`config.mk`:
```
export PLATFORM = sky130hd
export DESIGN_NAME = lift_request_scheduler
export DESIGN_NICKNAME = d
export VERILOG_FILES = /design/src/rtl/lift_request_scheduler.sv
export SDC_FILE = /design/constraint.sdc
export NUM_CORES = 1
export LEC_CHECK = 0
export CAP_MARGIN = 20
export CORE_MARGIN = 2
export CORE_UTILIZATION = 25
export DETAILED_ROUTE_END_ITERATION = 8
export GPL_ROUTABILITY_DRIVEN = 0
export REMOVE_ABC_BUFFERS = 1
export SETUP_SLACK_MARGIN = 0.05
export SLEW_MARGIN = 20
export SYNTH_ARGS = -nofsm -noshare
export SYNTH_HDL_FRONTEND = slang
export SYNTH_SLANG_ARGS = --single-unit
```
`constraint.sdc`:
```
create_clock -name clk -period 3.4 [get_ports clk]
set_input_delay 0.51 -clock clk [delete_from_list [all_inputs] [get_ports clk]]
set_output_delay 0.51 -clock clk [all_outputs]
set_load 0.01 [all_outputs]
```
`src/rtl/lift_request_scheduler.sv`:
```
// rtl/lift_request_scheduler.sv - SCAN call scheduler with floor tracking and door dwell sequencing
module lift_request_scheduler #(
    parameter int NUM_FLOORS = 11,
    parameter int FLOOR_W    = 4,
    parameter int DOOR_DWELL = 8
) (
    input  logic                  clk,
    input  logic                  rst_n,
    input  logic [NUM_FLOORS-1:0] req_in,
    input  logic                  floor_tick,
    input  logic                  in_door_obstacle,
    input  logic                  in_door_open,
    input  logic                  in_door_close,
    output logic                  out_up_direction,
    output logic                  out_down_direction,
    output logic                  out_door_open,
    output logic                  out_ready,
    output logic [FLOOR_W-1:0]    cur_floor,
    output logic [NUM_FLOORS-1:0] pending
);

    localparam int DW = $clog2(DOOR_DWELL + 1);
    localparam logic [DW-1:0]      DWELL_LOAD = DW'(DOOR_DWELL - 1);
    localparam logic [FLOOR_W-1:0] TOP_FLOOR  = FLOOR_W'(NUM_FLOORS - 1);

    typedef enum logic [1:0] {IDLE, MOVING, DOORS} state_t;

    state_t                  state, state_nx;
    logic                    dir_up, dir_nx;
    logic [FLOOR_W-1:0]      floor_nx;
    logic [DW-1:0]           dwell, dwell_nx;
    logic [NUM_FLOORS-1:0]   live, pend_nx;
    logic                    req_above, req_below;
    logic                    at_end;

    always_comb begin
        req_above = 1'b0;
        req_below = 1'b0;
        for (int i = 0; i < NUM_FLOORS; i++) begin
            if (pending[i] && (i > int'(cur_floor))) req_above = 1'b1;
            if (pending[i] && (i < int'(cur_floor))) req_below = 1'b1;
        end
    end

    // A tick at the end of travel is dropped so the floor index saturates.
    assign at_end = dir_up ? (cur_floor == TOP_FLOOR) : (cur_floor == '0);

    always_comb begin
        state_nx = state;
        dir_nx   = dir_up;
        floor_nx = cur_floor;
        dwell_nx = dwell;
        live     = pending | req_in;
        case (state)
            IDLE: begin
                if (pending[cur_floor]) begin
                    state_nx = DOORS;
                    dwell_nx = DWELL_LOAD;
                end else if (req_above && (dir_up || !req_below)) begin
                    state_nx = MOVING;
                    dir_nx   = 1'b1;
                end else if (req_below) begin
                    state_nx = MOVING;
                    dir_nx   = 1'b0;
                end
            end
            MOVING: begin
                if (floor_tick && !at_end) begin
                    floor_nx = dir_up ? cur_floor + FLOOR_W'(1) : cur_floor - FLOOR_W'(1);
                    if (live[floor_nx]) begin
                        state_nx = DOORS;
                        dwell_nx = DWELL_LOAD;
                    end
                end
            end
            DOORS: begin
                if (in_door_obstacle || in_door_open || req_in[cur_floor]) begin
                    dwell_nx = DWELL_LOAD;
                end else if (in_door_close || (dwell == '0)) begin
                    state_nx = IDLE;
                end else begin
                    dwell_nx = dwell - DW'(1);
                end
            end
            default: state_nx = IDLE;
        endcase
        // The floor whose door is open (or opening) absorbs its own request.
        pend_nx = live & ~((state_nx == DOORS) ? (NUM_FLOORS'(1) << floor_nx) : '0);
    end

    always_ff @(posedge clk or negedge rst_n) begin
        if (!rst_n) begin
            state              <= IDLE;
            dir_up             <= 1'b1;
            cur_floor          <= '0;
            dwell              <= '0;
            pending            <= '0;
            out_up_direction   <= 1'b0;
            out_down_direction <= 1'b0;
            out_door_open      <= 1'b0;
            out_ready          <= 1'b1;
        end else begin
            state              <= state_nx;
            dir_up             <= dir_nx;
            cur_floor          <= floor_nx;
            dwell              <= dwell_nx;
            pending            <= pend_nx;
            out_up_direction   <= (state_nx == MOVING) && dir_nx;
            out_down_direction <= (state_nx == MOVING) && !dir_nx;
            out_door_open      <= (state_nx == DOORS);
            out_ready          <= (state_nx == IDLE) && (pend_nx == '0);
        end
    end

endmodule
```
# --- After elaboration in Yosys (flattened, before gate mapping) ---
# Cells that the tools add are included.
word_totals:
  register_bits: 26
  inputBits: 17
  elab_cells: 138
op_classes:
  add_sub_neg: 3
  n_lt_le_gt_ge: 23
  eq_ne: 9
  n_shift: 1
  mux: 50
  bitwise: 3
  reduce_logical: 40
ops:
  columns: ["cell", "n"]
  rows:
  - ["$mux 4", 8]
  - ["$mux 1", 29]
  - ["$logic_and 1x1->1", 26]
  - ["$gt 3x4->1 const A", 4]
  - ["$lt 3x4->1 const A", 4]
  - ["$mux 2", 7]
  - ["$bmux 1 s4", 3]
  - ["$gt 4x4->1 const A", 3]
  - ["$lt 4x4->1 const A", 3]
  - ["$pmux 4 s3", 1]
  - ["$and 11x11->11", 1]
  - ["$logic_not 11->1", 1]
  - ["$mux 11", 1]
  - ["$not 11->11", 1]
  - ["$or 11x11->11", 1]
  - ["$shl 1x4->11 const A", 1]
  - ["$lt 4x5->1 const B", 2]
  - ["$gt 2x4->1 const A", 2]
  - ["$logic_not 4->1", 2]
  - ["$lt 1x4->1 const A", 2]
  - ["$lt 2x4->1 const A", 2]
  - ["$sub 4x1->4 const B", 2]
  - ["$ne 2x2->1 const B", 3]
  - ["$pmux 2 s3", 1]
  - ["other kinds (11)", 19]

# --- Depth between registers and ports, before layout ---
# Gate-level depths: netlist (run 1).
logic_depth:
  ltp_word: 25
  mapped_depth: 12
  mapped_depth_nobuf: 10

# --- Worst setup path before layout (run 1) ---
# No wires, ideal clock.
synth_timing:
  path_type: "reg2reg"
  start: "register cur_floor[0]"
  end: "register out_ready"
  setup_time_ns: 0.075
  t_arrival_ns: 3.017
  path_slack_ns: 0.308
  path_stages_with_launch: 12
  n_path_buf: 1
  path_cell_list: "dfrtp_1 > buf_6 > inv_2 > ha_1 > xor2_1 > mux4_2 > mux2i_1 > mux2i_2 > o32ai_2 > a21oi_1 > or4_1 > nor3_2"
synth_between:
  elab_chain_cells: 25
  elab_cells_between_ends: 98
  cone_classes: "add/sub: 2; order compare: 21; eq/ne: 2; shift: 1; mux: 39; bitwise: 2; reduce/logical: 31"
synth_lines:
  columns: ["item", "line", "text"]
  rows:
  - ["start: declaration", "18", "output logic [FLOOR_W-1:0] cur_floor,"]
  - ["start signal: assignment", "105", "cur_floor <= floor_nx;"]
  - ["$lt 1x4->1", "41", "if (pending[i] && (i < int'(cur_floor))) req_below = 1'b1;"]
  - ["$logic_and 1x1->1", "41", null]
  - ["$mux 1 (11 in a row)", "41", null]
  - ["$logic_not 1->1", "59", "end else if (req_above && (dir_up || !req_below)) begin"]
  - ["$logic_or 1x1->1", "59", null]
  - ["$logic_and 1x1->1", "59", null]
  - ["$mux 2", "59", null]
  - ["$mux 2", "56", "if (pending[cur_floor]) begin"]
  - ["$pmux 2 s3", "54", "case (state)"]
  - ["$eq 2x2->1", "88", "pend_nx = live & ~((state_nx == DOORS) ? (NUM_FLOORS'(1) << floor_nx) : '0);"]
  - ["$mux 11 (*)", "88", null]
  - ["$not 11->11 (*)", "88", null]
  - ["$and 11x11->11 (*)", "88", null]
  - ["named net pend_nx[9]", "32", "logic [NUM_FLOORS-1:0] live, pend_nx;"]
  - ["$logic_not 11->1 (*)", "111", "out_ready <= (state_nx == IDLE) && (pend_nx == '0);"]
  - ["$logic_and 1x1->1 (*)", "111", null]
  - ["end signal: assignment", "111", null]
  - ["end: declaration", "17", "output logic out_ready,"]
# Mark *: on every way through the listed nets, which the timed path passes. The rest lies on a longest branch. The select of a mux whose other input is x is not followed.
# A chain may end at the register's enable or synchronous reset.

# --- Worst setup path after layout (run 1) ---
layout_timing:
  start: "register cur_floor[1]"
  end: "register out_ready"
# Same word-level chain as after synthesis.

==> results of run 1 <==
[kinds of logic after synthesis]
| group | count (synthesis) | synth area share |
|---|---|---|
| xor gates and xnor gates | 5 | 0.0227 |
| DFF | 26 | 0.338 |
| AOI/OAI and AO/OA | 63 | 0.273 |
| and+or+nand+nor | 69 | 0.185 |
| adders and majority gates | 5 | 0.0324 |
| muxes | 11 | 0.0927 |
| buffers and inverters | 22 | 0.0564 |
[state kept, by name (all words and copies together) (netlist names)]
register and cells:
cur_floor 4, dir_up 1, dwell 4, out_door_open 1
out_down_direction 1, out_ready 1, out_up_direction 1, pending 11
state 2
[final cells by class]
| cell class | count | area share |
|---|---|---|
| timing repair buffer | 49 | 0.186 |
| clock buffer | 4 | 0.0218 |
| multi-input combinational | 153 | 0.464 |
| sequential | 26 | 0.259 |
| inverter | 13 | 0.0194 |
| tap | 102 | 0.0506 |
[power by group through the flow]
stage / logic [W] / registers (W) / clock network [W]
after global routing: 0.0000390 / 0.000309 / 0.000224
after floorplan: 0.00000592 / 0.000315 / 0
after CTS: 0.0000364 / 0.000309 / 0.000211
final: 0.0000357 / 0.000309 / 0.000205
after global placement: 0.0000362 / 0.000315 / 0
after detailed placement: 0.0000362 / 0.000315 / 0
[metal layers]
metal	global-route usage	vias to the layer above	wire (um)
li1	-	844	-
met1	0.203	894	2580
met2	0.208	92	2600
met3	0.0189	10	486
met4	0.0485	0	115
met5	0	-	0
[synth_stat cells, types with 3 or more instances]
cell and count:
sky130_fd_sc_hd__nor2_1 27, sky130_fd_sc_hd__dfrtp_1 24, sky130_fd_sc_hd__a21oi_1 21, sky130_fd_sc_hd__inv_1 12
sky130_fd_sc_hd__nand2_1 10, sky130_fd_sc_hd__ha_1 5, sky130_fd_sc_hd__mux4_2 5, sky130_fd_sc_hd__o21ai_0 5
sky130_fd_sc_hd__or3_1 5, sky130_fd_sc_hd__nand2b_1 4, sky130_fd_sc_hd__nor3_1 4, sky130_fd_sc_hd__xnor2_1 4
sky130_fd_sc_hd__a211oi_1 3, sky130_fd_sc_hd__a31oi_1 3, sky130_fd_sc_hd__buf_2 3, sky130_fd_sc_hd__mux2i_1 3
sky130_fd_sc_hd__nand4_1 3, sky130_fd_sc_hd__nor2b_1 3
[per-stage QoR]
stage               power [W]   util  setup WS (ns)  setup TNS [ns]  std cells
global route         0.000572  0.331          0.135               0        347
global placement     0.000351  0.324          0.127               0        343
CTS                  0.000557  0.331          0.324               0        347
floorplan            0.000321      -        -0.0423         -0.0423        192
detailed placement   0.000351  0.324          0.127               0        343
finish               0.000550  0.331          0.315               0        347
[how the worst max path moves through the flow]
stage / startpoint / to
2_1_floorplan: cur_floor[0] / out_ready
3_3_place_gp: req_in[0] / out_ready
3_5_place_dp: req_in[0] / out_ready
4_1_cts: cur_floor[1] / out_ready
5_1_grt: cur_floor[1] / out_ready
6_report: cur_floor[1] / out_ready
[critical path, cell delays in order (launching register included)]
cell and delay (ns):
sky130_fd_sc_hd__dfrtp_1 0.40, sky130_fd_sc_hd__inv_1 0.08, sky130_fd_sc_hd__ha_1 0.32, sky130_fd_sc_hd__xor2_1 0.20, sky130_fd_sc_hd__buf_4 0.18, sky130_fd_sc_hd__or3_1 0.33
sky130_fd_sc_hd__a21oi_1 0.18, sky130_fd_sc_hd__mux2i_2 0.13, sky130_fd_sc_hd__o32ai_2 0.37, sky130_fd_sc_hd__a21oi_1 0.14, sky130_fd_sc_hd__or4_1 0.50, sky130_fd_sc_hd__nor3_2 0.18
==> results.txt, run 1 <==
* Initial drt markers: 132
- For this run the aggregate overflow at the end of global routing stands at 0.
- The number of cells on the worst reg-to-reg path is 11.
- Rel. slew slack: 0.613
* Asr flop ratio synth: 1.00
- Counting flops and latches in the post-synthesis netlist gives 26.
- Of the synthesized area, sequential elements account for 0.338.
- The first detailed-routing pass ran for 4 iterations.
- Syn Area/Cell: 9.60 um^2
* Worst slack on hold paths: 0.528 ns
- Cell type contributing the most total cell area after synthesis: sky130_fd_sc_hd__dfrtp_1
- Global-route wire length before repair: 9.28 mm
- In the final layout, the share of cells above drive strength 1 is 0.155.
- Largest net degree at the start of global routing: 27
* Core Footprint: 0.00761 mm^2
* Row Count: 32
* Combined global-route utilization of all metal layers: 0.139
- In this run the horizontal extent of the chip is 91.9 um.
- Most common cell after layout, fill and taps aside: sky130_fd_sc_hd__clkdlybuf4s50_1
- Launch point of the worst hold path: dwell[0]
- Subtracting the final worst setup slack from the clock period gives 3.08 ns.
- Clock-pin slew on the worst setup and hold paths: 0.09 ns
- Top-area cell type share of the netlist area: 0.311
- For this design the static power due to leakage is 0.935 nW.
- Of the total power, combinational logic draws 0.065.
- Routed length per placed instance: 16.7 um
* Startpoint Class: flop
* Share of power burned in the clock network: 0.373
- The repair_antennas step left the layout with diodes totalling 0.
* Die area: 0.00844 mm^2
- TritonCTS built the clock tree.
* Result of the run: finished clean
* Worst-margin pin slew: 0.576 ns
- The final count of pins violating max slew is 0.
- Fill cell instance count of the final layout: 812
- Yosys mapped a number of flops with a built-in enable equal to 0.
- Final count of hold timing violations: 0
* Unrepaired setup endpoints after global routing: no
- Initial antenna violation count: 0
- Max Fanout on Critical Path: 4
* # port buffers: 35
- STA classifies the critical path endpoint as a flop.
- For this block, the via count after detailed routing is 1840.
- Cts hold-fix bufs: 0
- Net switching power: 0.000117 W
* Data arrival time of the critical path: 3.29 ns
- Synthesis handed over a netlist of 201 instances.
- TritonCTS Buffers: 3
- Count of instances resized after the clock tree is built: 0
- Dividing total power by cell area gives a power density of 218 mW/mm^2.
* Multi-input gate area in the final layout: 0.00117 mm^2
* Internal power contribution: 0.000433 W
- Max-cap violations in this run came to 0.
- Number of clock sinks: 26
* Min-delay worst type: flop to flop
- Share of power burned in registers: 0.562
* Top-Level Pins: 36
- Clock latency on the worst-skew pair, taken at its later pin, is 0.28 ns.
- The startpoint identified for the worst register-to-register timing path is cur_floor[1].
- Synthesis instantiated 63 different standard cells from the library.
- Main area contributors after synthesis: sky130_fd_sc_hd__dfrtp_1 (31%), sky130_fd_sc_hd__mux4_2 (5.8%), sky130_fd_sc_hd__a21oi_1 (5.4%)
* Area overhead of the layout relative to synthesis: 30.6%
- The library cells used most frequently in the layout, excluding fill and tap cells, are sky130_fd_sc_hd__clkdlybuf4s50_1 (35), sky130_fd_sc_hd__nor2_1 (27), sky130_fd_sc_hd__dfrtp_1 (24), sky130_fd_sc_hd__a21oi_1 (21), sky130_fd_sc_hd__buf_4 (13).
- In the finished design, the share of the clock period the worst path needs comes to 0.907.
- The tree is rooted in a sky130_fd_sc_hd__clkbuf_8.
- Drt via density: 5.30
- Net count reported at finish: 268
* Die extent in y: 91.9 um
- In this run the remaining antenna-violating nets after routing total 0.
* Number of buffers inserted by post-CTS setup repair: 0
- Sequential Area: 653 um^2
- Across the VDD grid, the largest voltage drop is 126 uV.
- Slack of the worst reg-to-reg path: 0.32 ns
- Worst Setup Path Type: flop to flop
- Cell area after technology mapping: 0.00193 mm^2
- For hold timing, the worst endpoint is dwell[0].
- Finished Cell Area: 0.00252 mm^2
- Setup violations remaining at the end of the flow were counted as 0.
- Worst Path Required: 3.61 ns
- The endpoint identified for the worst register-to-register timing path is out_ready.
* H-tree Lvls: 1
- Post-place instance area: 0.00247 mm^2
- Final wirelength: 5.78 mm
- The Yosys step of the flow raised 0 warnings.
- Number of buffers on the longest clock path: 2
- Half-perimeter wire length of the detailed placement result: 4.49 mm
- Drt drc: 0
- Counting instances, the worst hold path has a depth of 1.
* Initial Utilization: 0.254
- Dominant register cell in the synthesized netlist: sky130_fd_sc_hd__dfrtp_1
- Setup Skew: 0.00407 ns
- Switching share of power: 0.212
- Maximum achievable frequency: 324 MHz
- Vias in the first global route: 1733
Power figures use the tool's default switching activity.
==> inputs of run 2 (changes only) <==
Settings changed: CTS_BUF_LIST from default to sky130_fd_sc_hd__clkbuf_2.
==> run 2 against run 1 <==
  * First-iteration DRC count increased by 11%
  * Critical endpoint unchanged
  * Via count shrank 0.65%
  * Non-clock buffer count stayed put
  * Worst hold slack worse by 0.057 ns
  * Cell count is the same
  * Register-to-register slack worse by 0.03 ns
  * Flip-flop and latch count is the same
  * Highest routed layer unchanged
  * Count of clock-buffer cells in the layout decreased by 1
  * Clock skew fell by 0.00061 ns
  * Cell area is 1.4% lower
  * Fmax decreased by 1.1%
  * Core utilization is 0.48 points lower
==> results.txt, run 2 (synthesized netlist as in run 1, its figures left out) <==
- The number of flip-flops under the largest register name came to 11 (unchanged).
- The initial core utilization was 0.254 (unchanged).
* Internal power contribution: 0.000356 W (-18%)
- The average vias per placed instance came to 5.27 (-0.65%).
- Minimum clock period: 3.12 ns (+0.0343 ns)
* Maximum achievable frequency: 321 MHz (-1.1%)
* Remaining number of nets flagged by the antenna check after routing: 0 (unchanged)
- The total setup violations reported at the end of the flow came to 0 (unchanged).
* Combined global-route utilization of all metal layers: 0.140 (+0.00122)
* Count of instances resized after the clock tree is built: 0 (unchanged)
- Worst Slack Setup Final: 0.281 ns (-0.0343 ns)
- Reg2reg start: cur_floor[1]
* Most frequent cells in the layout: sky130_fd_sc_hd__clkdlybuf4s50_1 (35), sky130_fd_sc_hd__nor2_1 (27), sky130_fd_sc_hd__dfrtp_1 (24), sky130_fd_sc_hd__a21oi_1 (21), sky130_fd_sc_hd__buf_4 (13)
- Number of buffers inserted by post-CTS setup repair: 0 (unchanged)
* Worst reg-to-reg path cell count: 12 (+1)
* Global route overflow: 0 (unchanged)
* Worst Setup Path Type: flop to flop
* Final worst path period share: 0.917 (+0.0101)
* Most common cell after layout, fill and taps aside: sky130_fd_sc_hd__clkdlybuf4s50_1
* Part of the power in combinational logic: 0.076 (+0.011)
- The total die area was 0.00844 mm^2 (unchanged).
- The largest registers in the layout are pending (11), cur_floor (4), dwell (4).
- Net switching power: 0.000111 W (-4.6%)
- The count of fill cells added during filler insertion came to 819 (+0.86%).
- Final wirelength: 5.76 mm (-0.33%)
* Setup Skew: 0.00346 ns (-0.000609 ns)
- Origin of the worst setup path: cur_floor[1]
- The clock transition at the registers of the reported paths is 0.25 ns (+0.16 ns).
- Power per standard cell area: 188 mW/mm^2 (-14%)
- CP endpoint: out_ready
* Share of power burned in the clock network: 0.261 (-0.112)
- The maximum VDD drop came to 96.7 uV (-23%).
- STA classifies the critical path startpoint as a flop.
- The number of CTS-inserted buffers was 3 (unchanged).
* Share of power burned in registers: 0.663 (+0.101)
- Die extent in y: 91.9 um (unchanged)
- Core Footprint: 0.00761 mm^2 (unchanged)
- Number of inserted diodes: 0 (unchanged)
- Half-perimeter wire length of the detailed placement result: 4.49 mm (unchanged)
* Largest net degree at the start of global routing: 27 (unchanged)
- Setup repair after global routing left no endpoint under its margin.
* Switching share of power: 0.238 (+0.0260)
* Max-cap violation count: 0 (unchanged)
* Number of buffers on the longest clock path: 2 (unchanged)
- The cell leakage power came to 0.920 nW (-1.6%).
- Cts hold-fix bufs: 0 (unchanged)
- Result of the run: finished clean
* Worst-case setup slack after placement: 0.127 ns (unchanged)
- Worst-margin pin slew: 0.566 ns (-0.0102 ns)
- The path class of the tightest hold or removal check is input port to asynchronous set/reset pin.
- The detailed-router iteration count before antenna repair was 4 (unchanged).
- Global-route wire length before repair: 9.29 mm (about the same)
- Final Power: 0.000468 W (-15%)
- Final cell count without fillers: 347 (unchanged)
* Routed length per placed instance: 16.6 um (-0.33%)
- The total instance count after detailed placement was 343 (unchanged).
- Fin. max-slew vios: 0 (unchanged)
* Cell at the root of the clock tree: sky130_fd_sc_hd__clkbuf_2
* Max Fanout on Critical Path: 4 (unchanged)
* Register with the most flip-flops: pending
- Number of clock sinks: 26 (unchanged)
- The number of standard-cell rows in the floorplan is 32 (unchanged).
- The proportion of layout cells with a drive suffix above 1 came to 0.151 (-0.00408).
- The worst setup path is captured at a flop.
- The total count of hold-check failures in the final report came to 0 (unchanged).
* Worst Path Required: 3.71 ns (+0.10 ns)
* Crit Reg-Reg Endpoint: out_ready
* Clock tree from TritonCTS: built
* Vias in the first global route: 1731 (-0.12%)
- Initial antenna violation count: 0 (unchanged)
- H-tree Lvls: 1 (unchanged)
- Net count reported at finish: 268 (unchanged)
- Data arrival time of the critical path: 3.43 ns (+0.14 ns)
- The total via count in the routed design is 1828 (-0.65%).
- From synthesis to final layout, the design area changed by 28.7%.
- The worst hold margin was 0.471 ns (-0.0565 ns).
- The number of design rule violations left after detail routing is 0 (unchanged).
* Initial drt markers: 146 (+11%)
- The clock latency on the worst-skew pair is 0.36 ns (+0.08 ns).
- The top-level port count is 36 (unchanged).
- The headroom to the max-slew limit came to 0.620 (+0.00683).
- # port buffers: 35 (unchanged)
- DIE WIDTH: 91.9 um (unchanged)
- The worst-case register-to-register setup slack came to 0.28 ns (-0.03 ns).
[run 2: cell types whose count changed in the layout (fill, tap and decap cells not counted)]
cell | previous run | this run
sky130_fd_sc_hd__clkbuf_2 | 0 | 3
sky130_fd_sc_hd__clkbuf_8 | 4 | 0
sky130_fd_sc_hd__clkinv_1 | 0 | 1
[run 2: worst min-delay path by stage]
stage	from	endpoint	slack, ns	depth (start not counted)
floorplan	rst_n	cur_floor[0]	0.21	0
global placement	dwell[0]	dwell[0]	0.51	1
detailed placement	dwell[0]	dwell[0]	0.52	1
CTS	rst_n	out_door_open	0.45	2
global route	rst_n	cur_floor[2]	0.44	2
finish	rst_n	pending[3]	0.47	2
[run 2: power by group through the flow]
stage	Clock (W)	Combinational [W]	Sequential, W
2_1_floorplan	0	0.00000592	0.000315
3_3_place_gp	0	0.0000362	0.000315
3_5_place_dp	0	0.0000362	0.000315
4_1_cts	0.000128	0.0000364	0.000310
5_1_grt	0.000144	0.0000390	0.000311
6_report	0.000122	0.0000356	0.000310
[run 2: routing by layer]
layer	share of wire	vias up	global-route usage	routed length, um
met1	0.46	918	0.205	2670
met2	0.45	63	0.207	2600
met3	0.069	8	0.0197	399
met4	0.016	0	0.0547	92
li1	-	839	-	-
met5	0	-	0	0
[run 2: worst max-delay path, cell delays in order (launching register included)]
cell                      delay, ns
sky130_fd_sc_hd__dfrtp_1       0.45
sky130_fd_sc_hd__inv_1         0.08
sky130_fd_sc_hd__ha_1          0.32
sky130_fd_sc_hd__xor2_1        0.20
sky130_fd_sc_hd__buf_4         0.18
sky130_fd_sc_hd__or3_1         0.33
sky130_fd_sc_hd__a21oi_1       0.18
sky130_fd_sc_hd__mux2i_2       0.13
sky130_fd_sc_hd__buf_4         0.18
sky130_fd_sc_hd__o32ai_4       0.15
sky130_fd_sc_hd__a21oi_1       0.16
sky130_fd_sc_hd__or4_1         0.53
sky130_fd_sc_hd__nor3_2        0.18
[run 2: per-stage QoR]
stage / utilization / instance area [um^2] / TNS (ns)
6_report: 0.327 / 2480 / 0
2_1_floorplan: - / 1870 / -0.0423
3_5_place_dp: 0.324 / 2470 / 0
3_3_place_gp: 0.324 / 2470 / 0
5_1_grt: 0.327 / 2480 / 0
4_1_cts: 0.327 / 2480 / 0
[run 2: cell type report]
type / count / area, um^2 / share of cell area
clock buffers: 3 / 15.0 / 0.00604
repair buffers: 49 / 468 / 0.188
inverters: 13 / 48.8 / 0.0196
multi-input cells: 153 / 1170 / 0.470
flip-flops and latches: 26 / 653 / 0.263
clock inverters: 1 / 3.75 / 0.00151
well taps: 102 / 128 / 0.0514
==> inputs of run 3 (changes only) <==
Settings changed: ABC_AREA from default to 1, SETUP_SLACK_MARGIN 0.05 to default.
==> run 3 against run 2 <==
  * Critical path depth grew 5
  * Largest power group is now combinational cells
  * Core utilization shrank 1.9 points
  * Worst hold slack lost 0.030 ns
  * Sequential share of layout area shrank 3.1 points
==> results.txt, run 3 <==
* Unrepaired setup endpoints after global routing: no
* Number of buffers on the longest clock path: 2 (unchanged)
* List of most frequent post-synthesis cells: sky130_fd_sc_hd__nand2_1 (123), sky130_fd_sc_hd__inv_1 (56), sky130_fd_sc_hd__nand3_1 (50)
- The tightest min-delay check is of the input port to asynchronous set/reset pin type.
- Synthesis-stage register bit count: 26 (unchanged)
- Initial antenna violation count: 0 (unchanged)
- Max-cap violation count: 0 (unchanged)
- The buffer and inverter count on the worst path is 3 (unchanged).
* # port buffers: 35 (unchanged)
- The total die area was 0.0101 mm^2 (+20%).
- Largest net degree at the start of global routing: 27 (unchanged)
- Global-route wire length before repair: 11.5 mm (+24%)
* Vias in the first global route: 2272 (+31%)
- Routed length per placed instance: 13.6 um (-18%)
- Asr flop ratio synth: 1.00 (unchanged)
* Top routing layer in use: met4
- Crit-path cells: inv_2 > ha_1 > inv_1 > nand2_1 > nand2_1 > nand3_1 > a21oi_2 > nand2_1 > nand2_1 > nand2_2 > nand2_8 > nand2_8 > inv_4 > nand2_1 > nand2_1 > nand3_1 > nor2_2
- The minimum clock period came to 2.78 ns (-0.344 ns).
- Maximum achievable frequency: 360 MHz (+12%)
* Register with the most flip-flops: pending
* Cts hold-fix bufs: 0 (unchanged)
* Cell variety after synth: 37 (-41%)
* Top-area cell type share of the netlist area: 0.258 (-0.0532)
* Worst IR drop on VDD: 245 uV (+150%)
- The arrival time at the worst endpoint was 3.09 ns (-0.34 ns).
- Cell at the root of the clock tree: sky130_fd_sc_hd__clkbuf_2
* Dominant register cell in the synthesized netlist: sky130_fd_sc_hd__dfrtp_1
- The post-layout net count was 423 (+58%).
- Count of instances resized after the clock tree is built: 0 (unchanged)
* Crit Reg-Reg Endpoint: out_ready
* Number of clock sinks: 26 (unchanged)
- The largest individual stage delay along the critical path comes from the cell sky130_fd_sc_hd__dfrtp_1.
- The number of flip-flops under the largest register name is 11 (unchanged).
- The post-synth design cell area came to 0.00233 mm^2 (+21%).
- Cell type contributing the most total cell area after synthesis: sky130_fd_sc_hd__dfrtp_1
* Post-synth EDFFs: 0 (unchanged)
* Remaining number of nets flagged by the antenna check after routing: 0 (unchanged)
* Final wirelength: 6.93 mm (+20%)
- The initial core utilization is 0.254 (+0.000626).
- The count of synthesis-stage warnings from yosys is 0 (unchanged).
- The number of CTS-inserted buffers was 3 (unchanged).
- In the final layout, the registers with the most flip-flops are pending (11), cur_floor (4), dwell (4).
- The detailed-router iteration count before antenna repair is 4 (unchanged).
- The count of fill cells added during filler insertion was 976 (+19%).
- Drt via density: 4.77 (-9.5%)
* Drt drc: 0 (unchanged)
- The largest fanout on the critical path came to 12 (+8).
- The top-level port count is 36 (unchanged).
- Setup-violating endpoint count in the final report: 0 (unchanged)
* Syn Area/Cell: 6.34 um^2 (-34%)
* Final count of hold timing violations: 0 (unchanged)
- The slew at the pin closest to its max-slew limit is 0.547 ns (-0.0193 ns).
* Most common cell after layout, fill and taps aside: sky130_fd_sc_hd__nand2_1
- Critical path capture point type: flop
- Share of cells above drive strength 1: 0.135 (-0.0160)
- DIE WIDTH: 101 um (+9.4%)
- Final Power: 0.00229 W (+390%)
- Rel. slew slack: 0.636 (+0.0154)
* H-tree Lvls: 1 (unchanged)
* Combined global-route utilization of all metal layers: 0.143 (+0.00327)
- The total core area came to 0.00915 mm^2 (+20%).
- The length of routed met2 wiring came to 3.31 mm (+27%).
* Cell with the most instances after synthesis: sky130_fd_sc_hd__nand2_1
- The power density over cell area is 813 mW/mm^2 (+330%).
- Final worst path period share: 0.816 (-0.101)
- TritonCTS built the clock tree.
* Vias: 2435 (+33%)
* Worst reg-to-reg path cell count: 17 (+5)
- The number of antenna diodes is 0 (unchanged).
- Delay of the slowest cell on the worst path: 0.74 ns (+0.21 ns)
- The cell leakage power came to 1.43 nW (+55%).
* Setup Skew: 0.0409 ns (+0.0375 ns)
* Result of the run: finished clean
- Routed met1 length: 3.21 mm (+20%)
- The number of standard-cell rows in the floorplan came to 35 (+9.4%).
- The number of violations reported at the end of detailed-routing iteration 0 came to 213 (+46%).
* Worst Path Required: 3.71 ns (about the same)
- The count of buffers added by post-CTS timing repair for setup is 0 (unchanged).
- Worst Setup Path Type: flop to flop
* Final TNS setup: 0 ns (unchanged)
* Startpoint Class: flop
* Worst path top cell family by delay: simple AND/OR/NAND/NOR gates
- Leaving out fill and tap cells, the most frequent cells in the layout are sky130_fd_sc_hd__nand2_1 (123), sky130_fd_sc_hd__inv_1 (56), sky130_fd_sc_hd__nand3_1 (50), sky130_fd_sc_hd__clkdlybuf4s50_1 (35), sky130_fd_sc_hd__nor2_1 (25).
- The number of standard cells after synthesis is 367 (+83%).
- Area overhead of the layout relative to synthesis: 20.9%
* Reg2reg start: cur_floor[1]
- Slack of the worst reg-to-reg path: 0.62 ns (+0.34 ns)
* Insertion delay to the later sink of the worst-skew pair: 0.39 ns (+0.03 ns)
* Half-perimeter wire length of the detailed placement result: 5.45 mm (+21%)
- Fin. max-slew vios: 0 (unchanged)
- Die extent in y: 101 um (+9.4%)
- Met3 layer wire length in the routed design: 276 um (-31%)
- Main area contributors after synthesis: sky130_fd_sc_hd__dfrtp_1 (26%), sky130_fd_sc_hd__nand2_1 (20%), sky130_fd_sc_hd__nand3_1 (11%)
- Global route overflow: 0 (unchanged)
- In this design, the critical path's most frequently occurring cell is sky130_fd_sc_hd__nand2_1.
* Post-synthesis sequential area ratio: 0.280 (-0.0578)
- The clock transition at the registers of the reported paths came to 0.28 ns (+0.03 ns).
run 3: cell types whose count changed in the layout (fill, tap and decap cells not counted), moves of 8 or more:
cell                      delta
sky130_fd_sc_hd__a21oi_1    -15
sky130_fd_sc_hd__buf_4      -11
sky130_fd_sc_hd__inv_1      +44
sky130_fd_sc_hd__inv_2       +8
sky130_fd_sc_hd__nand2_1   +113
sky130_fd_sc_hd__nand2_2    +10
sky130_fd_sc_hd__nand3_1    +48
run 3: logic make-up after synthesis:
family | after synthesis | share of synthesized area
simple gates | 235 | 0.486
fa+ha+maj | 5 | 0.0269
compound gates | 25 | 0.0672
buf+inv | 76 | 0.139
flops | 26 | 0.280
run 3: worst max-delay path by stage:
stage                      start         to  slack (ns)  cells after the start
floorplan           cur_floor[0]  out_ready        0.78                     17
global placement    cur_floor[1]  out_ready        0.79                     15
detailed placement  cur_floor[1]  out_ready        0.78                     17
CTS                 cur_floor[1]  out_ready        0.68                     17
global route        cur_floor[1]  out_ready        0.46                     17
finish              cur_floor[1]  out_ready        0.62                     17
run 3: layer usage:
| metal | track usage | up-vias |
|---|---|---|
| met5 | 0 | - |
| li1 | - | 1208 |
| met3 | 0.0125 | 12 |
| met2 | 0.242 | 81 |
| met4 | 0.0400 | 0 |
| met1 | 0.195 | 1134 |
run 3: layout make-up:
class                   instances  area (um^2)  share of cell area
clock buffers                   3         15.0             0.00533
clock inverters                 1         30.0              0.0107
inverters                      68          262              0.0929
multi-input cells             265         1350               0.480
repair buffers                 37          365               0.130
well taps                     111          139              0.0493
flip-flops and latches         26          653               0.232
run 3: power breakdown:
| part | switching [W] | internal [W] | total, W |
|---|---|---|---|
| Sequential | 0.000152 | 0.000393 | 0.000545 |
| Clock | 0.0000974 | 0.000101 | 0.000199 |
| Combinational | 0.00101 | 0.000533 | 0.00154 |
| Total | 0.00126 | 0.00103 | 0.00229 |
run 3: through the flow:
stage	util	area, um^2	hold slack (ns)	cells	setup slack [ns]
4_1_cts	0.308	2820	0.440	511	0.677
2_1_floorplan	-	2270	0.214	359	0.784
6_report	0.308	2820	0.441	511	0.625
3_5_place_dp	0.303	2770	0.465	507	0.779
3_3_place_gp	0.303	2770	0.467	507	0.788
5_1_grt	0.308	2820	0.437	511	0.461
